$ cat src/rtl/y86_pkg.sv
// Shared definitions for the Y86-64 execute-stage ALU: op codes, word width
// and the condition-code layout with its architectural reset value.
package y86_pkg;

  localparam int WORD_W = 64;

  typedef enum logic [1:0] {
    ALU_ADD = 2'b00,
    ALU_SUB = 2'b01,
    ALU_AND = 2'b10,
    ALU_XOR = 2'b11
  } alu_op_e;

  // Packed so that {zf,sf,of} reads as a 3-bit vector with zf in the MSB
  typedef struct packed {
    logic zf;
    logic sf;
    logic of;
  } cc_t;

  localparam cc_t CC_RESET = 3'b100;

endpackage

$ cat src/rtl/add_sub_w.sv
// WIDTH-bit two's complement adder/subtractor: sum = b + a, or b - a as b + ~a + 1,
// with the signed overflow of whichever operation was selected.
module add_sub_w #(
  parameter int WIDTH = 64
) (
  input  logic [WIDTH-1:0] a_i,
  input  logic [WIDTH-1:0] b_i,
  input  logic             sub_i,
  output logic [WIDTH-1:0] sum_o,
  output logic             overflow_o
);

  logic [WIDTH-1:0] yOp;

  assign yOp   = sub_i ? ~a_i : a_i;
  assign sum_o = b_i + yOp + {{(WIDTH-1){1'b0}}, sub_i};

  // Both addends agree in sign but the sum does not; yOp already carries the inverted sign on SUB
  assign overflow_o = (b_i[WIDTH-1] == yOp[WIDTH-1]) && (sum_o[WIDTH-1] != b_i[WIDTH-1]);

endmodule

$ cat src/rtl/y86_alu.sv
// Y86-64 execute-stage ALU: combinational result/overflow plus the ZF/SF/OF
// condition-code register consumed by jXX/cmovXX.
module y86_alu
  import y86_pkg::*;
#(
  parameter int WIDTH = WORD_W
) (
  input  logic             clk,
  input  logic             rst_n,
  input  logic [WIDTH-1:0] a,
  input  logic [WIDTH-1:0] b,
  input  logic [1:0]       control,
  input  logic             set_cc,
  output logic [WIDTH-1:0] out,
  output logic             overflow,
  output logic             zf,
  output logic             of,
  output logic             sf
);

  alu_op_e          op;
  logic             isSub;
  logic [WIDTH-1:0] sumRes;
  logic             sumOvf;
  cc_t              cc_d;
  cc_t              cc_q;

  assign op    = alu_op_e'(control);
  assign isSub = (op == ALU_SUB);

  add_sub_w #(.WIDTH(WIDTH)) uAddSub (
    .a_i       (a),
    .b_i       (b),
    .sub_i     (isSub),
    .sum_o     (sumRes),
    .overflow_o(sumOvf)
  );

  always_comb begin
    out      = sumRes;
    overflow = 1'b0;
    case (op)
      ALU_ADD,
      ALU_SUB: begin
        out      = sumRes;
        overflow = sumOvf;
      end
      ALU_AND: out = a & b;
      ALU_XOR: out = a ^ b;
      default: begin
        out      = sumRes;
        overflow = 1'b0;
      end
    endcase
  end

  always_comb begin
    cc_d.zf = (out == '0);
    cc_d.sf = out[WIDTH-1];
    cc_d.of = overflow;
  end

  // Flags visible this cycle are those of the previous OPq that asserted set_cc
  always_ff @(posedge clk or negedge rst_n) begin
    if (!rst_n) begin
      cc_q <= CC_RESET;
    end else if (set_cc) begin
      cc_q <= cc_d;
    end
  end

  assign zf = cc_q.zf;
  assign sf = cc_q.sf;
  assign of = cc_q.of;

endmodule

$ cat config.mk
export PLATFORM = sky130hd
export DESIGN_NAME = y86_alu
export DESIGN_NICKNAME = d
export VERILOG_FILES = /design/src/rtl/y86_pkg.sv /design/src/rtl/add_sub_w.sv /design/src/rtl/y86_alu.sv
export SDC_FILE = /design/constraint.sdc
export NUM_CORES = 1
export LEC_CHECK = 0
export ABC_CLOCK_PERIOD_IN_PS = 6700
export CAP_MARGIN = 20
export CORE_AREA = 2 2 131 133
export DETAILED_ROUTE_END_ITERATION = 16
export DIE_AREA = 0 0 133 135
export GPL_ROUTABILITY_DRIVEN = 0
export GPL_TIMING_DRIVEN = 0
export PLACE_DENSITY = 0.8
export SETUP_SLACK_MARGIN = 0.15
export SYNTH_ARGS = -nofsm -noshare
export SYNTH_HDL_FRONTEND = slang
export SYNTH_SLANG_ARGS = --single-unit
$ cat constraint.sdc
create_clock -name clk -period 6.7 [get_ports clk]
set_input_delay 0.67 -clock clk [delete_from_list [all_inputs] [get_ports clk]]
set_output_delay 0.67 -clock clk [all_outputs]
set_load 0.005 [all_outputs]
==> reports/qor.txt, run 1 <==
VDD IR max = 83.4 uV
Final Hold Viols = 0
Vias = 10045
Core area = 16400 sq um
Clock Sinks = 3
Starting density of the core = 46.9%
Fillers = 1485
Final Non-Filler Cells = 1526
Drt initial violations = 1199
Sequential share of power = 1.5%
Startpoint Class = input pin
Comb power frac = 91.8%
H-tree Lvls = 1
IO Count = 201
Synthesis-stage register bit count = 3
RSZ-0062 raised after global routing = no
Required time worst endpoint = 6.03 ns
Mapped Nets = 1362
Post-CTS Hold Buffers = 0
Total grt overflow = 0
Switching Fraction = 52.7%
CP Capture Type = primary output
Synth Cell Area = 7700 sq um
Root buffer cell = clkbuf_16
Routed WL = 32.0 mm
DRC violations left = 0
Synth Area in Adders = 20.9%
# rows = 47
Post-DRT Antenna Nets = 0
Cell area after layout = 10400 sq um
Yosys top cell by area = ha_1
Clk_skew = 0 ns
Slew @ Worst Pin = 1.05 ns
Cell variety after synth = 74
Synth warn = 0
Outcome = finished, final reports clean
Clock power frac = 6.7%
Initial antenna violation count = 0
Die ar. = 18000 sq um
Total Routing Usage GR = 34.4%
XOR/XNOR share of the synthesized area = 11.1%
Final critical-path share of the clock period = 96.1%
Worst hold path class = register to register
Chip Width = 133 um
Layout cell share with drive strength beyond 1 = 8.81%
Diode count = 0
Post-synth top area share = 20.6%
Worst EP arrival = 5.77 ns
Port Buffers = 199
CTS tree = yes
Via density = 6.58
Sum Neg Setup Slack = 0 ns
Main area contributors after synthesis = ha_1, xnor2_1, a21oi_1
Drt pass-1 iters = 6
Post-synthesis area per instance = 6.99 sq um
DP Area = 9970 sq um
Net total in the final layout = 1568
Layout overhead on the synthesized area = 34.5%
Die Height = 135 um
Final setup vio count = 0
Largest net degree at the start of global routing = 28
Post-Place Cells = 1520
Fmax = 0.155 GHz
Longest Clk Path Bufs = 2
Clk slew on worst S/H paths = 0.03 ns
Switch Pwr = 0.000759 W
Top FF cell, synth = dfrtp_1
Global-route wire length before repair = 50.0 mm
Max-slew headroom = 29.8%
Int Power = 0.000681 W
Crit path max fanout = 10
Max Slew Vio Count = 0
Syn Inst Count = 1101
DP Wirelength = 25.9 mm
Synth async-reset ratio = 100%
Largest family of logic cells by synthesized area = compound AO/OA/AOI/OAI gates
Sequential area share after synthesis = 0.991%
CTS Buf Count = 3
Compound-Gate Fraction of Synth Area = 31.5%
EDFF count, synth = 0
Max Cap Viol = 0
Simple-gate share of the synthesized area = 23.3%
Vias in the first global route = 9715
Total power divided by cell area = 139 nW/um^2
Total power draw = 0.00144 W
WL/cell = 21.0 um
Clk Latency, worst-skew pair = 0.23 ns
Mux contribution to synthesized area = 7.59%
Setup CP Type = input pin to primary output
Min Tclk post-route = 6.44 ns
Leakage power = 4.01 nW
per-layer routing:
layer  wire [um]  vias to the layer above  track usage [%]
met1       12400                     4527             43.9
met3        3910                      163             6.01
met2       13600                      758             53.9
li1            -                     4597                -
met4        2130                        0             21.5
met5           0                        -                0
cells in the mapped netlist, types with 16 or more instances:
cell	instances
ha_1	127
a21oi_1	103
nand2_1	103
o21ai_0	84
xnor2_1	83
nor2_1	77
clkbuf_1	48
nand4_1	33
nor3_1	32
o211ai_1	32
mux2i_1	28
inv_1	27
mux2_2	27
a21o_1	20
nand2b_1	20
o21a_1	17
nand3_1	16
state kept, by name (all words and copies together) (netlist names):
signal and flops:
of 1, sf 1, zf 1
metrics by stage:
stage,util [%],hold WS [ns],setup WS [ns]
finish,63.1,0.480,0.259
global route,63.1,0.515,0.156
CTS,62.5,0.484,0.118
detailed placement,60.7,0.471,-2.89
global placement,60.7,0.463,-2.79
floorplan,-,0.374,0.345
worst max-delay path, cell delays in order:
cell	delay [ns]
clkdlybuf4s50_1	0.51
buf_6	0.18
clkbuf_1	0.68
clkbuf_1	0.60
clkbuf_2	0.50
clkbuf_1	0.48
clkbuf_1	0.54
clkbuf_1	0.70
o21ai_0	0.35
clkdlybuf4s50_1	0.53
area by class of cell:
type | count | area [sq um] | share of cell area [%]
multi-input cells | 1007 | 7470 | 72.2
repair buffers | 205 | 2040 | 19.7
plain buffers | 60 | 312 | 3.01
well taps | 220 | 275 | 2.66
inverters | 27 | 105 | 1.01
clock buffers | 4 | 78.8 | 0.761
flip-flops and latches | 3 | 76.3 | 0.737
kinds of logic (layout without fill, tap and decap cells):
group                      count (synthesis)  count (layout)
buffers and inverters                     91             296
muxes                                     55              55
adders and majority gates                128             128
AOI/OAI and AO/OA                        373             373
xor gates and xnor gates                  98              98
and+or+nand+nor                          353             353
DFF                                        3               3
power by group through the flow:
stage / registers, W / logic (W) / clock network [W]
after global routing: 0.0000220 / 0.00142 / 0.000100
after floorplan: 0.0000219 / 0.000742 / 0
after CTS: 0.0000217 / 0.00126 / 0.0000984
final: 0.0000218 / 0.00132 / 0.0000967
after detailed placement: 0.0000217 / 0.00123 / 0
after global placement: 0.0000216 / 0.00121 / 0
worst paths after layout:
path                                start              to  slack [ns]  depth (start not counted)
setup / recovery               control[1]         out[24]        0.26                         10
hold / removal             zf$_DFFE_PN1P_  zf$_DFFE_PN1P_        0.48                          2
setup reg to reg           of$_DFFE_PN0P_  of$_DFFE_PN0P_        5.94                          1
hold reg to reg            zf$_DFFE_PN1P_  zf$_DFFE_PN1P_        0.48                          2
max in group asynchronous           rst_n  zf$_DFFE_PN1P_        5.84                          1
min in group asynchronous           rst_n  of$_DFFE_PN0P_        0.64                          1
layout by cell type (no fill, tap or decap), drive strengths merged, types with 7 or more instances in the layout:
| cell type | Yosys | layout |
|---|---|---|
| a2111oi | 7 | 7 |
| a211oi | 15 | 15 |
| a21o | 20 | 20 |
| a21oi | 104 | 104 |
| a31oi | 14 | 14 |
| and3 | 8 | 8 |
| buf | 15 | 20 |
| clkbuf | 49 | 50 |
| clkdlybuf4s50 | 0 | 199 |
| ha | 127 | 127 |
| inv | 27 | 26 |
| mux2 | 27 | 27 |
| mux2i | 28 | 28 |
| nand2 | 103 | 103 |
| nand2b | 20 | 20 |
| nand3 | 16 | 16 |
| nand4 | 33 | 33 |
| nor2 | 77 | 77 |
| nor2b | 11 | 11 |
| nor3 | 32 | 32 |
| nor4 | 16 | 16 |
| o211ai | 32 | 32 |
| o21a | 17 | 17 |
| o21ai | 88 | 88 |
| o21bai | 8 | 8 |
| o31ai | 11 | 11 |
| xnor2 | 83 | 83 |
| xor2 | 15 | 15 |
what timing repair did:
| action | 4_1_cts | 5_1_grt |
|---|---|---|
| gates resized for setup | 63 | 37 |
| buffers inserted | 3 | 3 |
| pin swaps | 2 | 4 |
| endpoints found under the setup margin | 67 | 30 |
Power figures use the tool's default switching activity.
==> run 2: changes to the inputs <==
Settings changed: CORE_AREA 2 2 131 133 to 4 4 133 135, DIE_AREA 0 0 133 135 to 0 0 137 139.
==> reports/qor.txt, run 2 (synthesis gave the netlist of run 1 again) <==
Drt pass-1 iters = 6
R2R Path End = sf$_DFFE_PN0P_
Root buffer cell = clkbuf_16
Crit path buffers/inverters = 9
Routed WL = 32.3 mm
Global-route wire length before repair = 48.5 mm
Fillers = 1490
Startpoint Class = input pin
Clk Latency, worst-skew pair = 0.22 ns
WL/cell = 21.2 um
Sum Neg Setup Slack = 0 ns
Outcome = finished, final reports clean
Hold Startpoint = zf$_DFFE_PN1P_
DP Wirelength = 26.3 mm
Worst hold path class = register to register
Total Routing Usage GR = 31.4%
CTS tree = yes
Slowest stage cell, crit path = buf_1
Hold EP = zf$_DFFE_PN1P_
Final critical-path share of the clock period = 97.1%
Critical Path Most Common Cell = clkbuf_1
Starting density of the core = 46.8%
Delay-heaviest family, CP = buffers and inverters
R2R Path Start = sf$_DFFE_PN0P_
Crit-path cells = clkdlybuf4s50_1, clkbuf_4, clkbuf_1, clkbuf_1, buf_1, clkbuf_1, clkbuf_1, clkbuf_1, o21ai_0, clkdlybuf4s50_1
Min Tclk post-route = 6.50 ns
Layout overhead on the synthesized area = 33.8%
H-tree Lvls = 1
Crit path from = control[1]
Area of the multi-input gates = 7440 sq um
Required time worst endpoint = 6.03 ns
Post-Place Cells = 1520
R2R setup slack = 5.95 ns
Clk_skew = 0 ns
Total power divided by cell area = 139 nW/um^2
Worst stage delay on the critical path = 0.72 ns
Die ar. = 19000 sq um
CTS Buf Count = 3
Worst reg-to-reg path cell count = 1
Via density = 6.55
Post-CTS Hold Buffers = 0
Commonest non-fill, non-tap cell in the layout = clkdlybuf4s50_1
Chip Width = 137 um
Die Height = 139 um
Clk slew on worst S/H paths = 0.03 ns
Setup ws final = 0.196 ns
Cells on Worst Hold Path = 2
Max Cap Viol = 0
Storage element area = 76.3 sq um
Layout cell share with drive strength beyond 1 = 8.12%
Worst EP arrival = 5.83 ns
Max Slew Vio Count = 0
Max-slew headroom = 31.2%
CP Capture Type = primary output
Total grt overflow = 0
Diode count = 0
Longest Clk Path Bufs = 2
Post-DRT Antenna Nets = 0
# rows = 47
Final setup vio count = 0
Fmax = 0.154 GHz
Leakage power = 3.99 nW
RSZ-0062 raised after global routing = yes
Port Buffers = 199
Drt initial violations = 1231
Instance count on the critical path = 10
Crit path max fanout = 10
IO Count = 201
Final Non-Filler Cells = 1525
Initial antenna violation count = 0
Vias = 9987
Core area = 16500 sq um
Most frequent cells in the layout = clkdlybuf4s50_1, ha_1, nand2_1, a21oi_1, xnor2_1
Pre-CTS WS = -3.12 ns
Final Hold Viols = 0
VDD IR max = 88.7 uV
Setup CP Type = input pin to primary output
Largest net degree at the start of global routing = 20
Clock Sinks = 3
DRC violations left = 0
Vias in the first global route = 9639
Slew @ Worst Pin = 1.03 ns
Net total in the final layout = 1567
## run 2: per-layer routing
layer | track usage (%) | share of wire, %
met2 | 51.3 | 44
met5 | 0 | 0
met3 | 6.35 | 12
met1 | 38.8 | 38
met4 | 15.5 | 6.4
## run 2: area by class of cell
| type | instances | share of cell area [%] |
|---|---|---|
| buffer | 62 | 3.00 |
| clock buffer | 4 | 0.765 |
| inverter | 27 | 1.01 |
| multi-input combinational | 1007 | 72.3 |
| sequential | 3 | 0.741 |
| tap | 220 | 2.67 |
| timing repair buffer | 202 | 19.6 |
## run 2: how the worst max path moves through the flow
stage | to | slack, ns
finish | out[24] | 0.20
global route | out[59] | 0.11
floorplan | zf$_DFFE_PN1P_ | 0.35
detailed placement | out[60] | -3.12
global placement | out[60] | -3.00
CTS | out[62] | 0.16
## run 2: per-stage QoR
step	hold slack [ns]	util [%]	total power, W	cell area, sq um
5_1_grt	0.506	62.5	0.00153	10300
3_3_place_gp	0.463	60.5	0.00123	9970
2_1_floorplan	0.374	-	0.000764	7700
3_5_place_dp	0.462	60.5	0.00125	9970
4_1_cts	0.466	61.9	0.00137	10200
6_report	0.469	62.5	0.00143	10300
## run 2: report_power, final
group / total (W) / switching [W] / internal (W) / leakage (nW)
Sequential: 0.0000217 / 0.00000118 / 0.0000205 / 0.0361
Clock: 0.0000945 / 0.0000160 / 0.0000785 / 0.0382
Combinational: 0.00132 / 0.000738 / 0.000578 / 3.91
Total: 0.00143 / 0.000755 / 0.000677 / 3.99
## run 2: timing repair
action | 4_1_cts | 5_1_grt
cloned | 0 | 0
buffers inserted | 1 | 2
pin swaps | 2 | 4
gates resized for setup | 62 | 28
setup endpoints to repair | 67 | 16
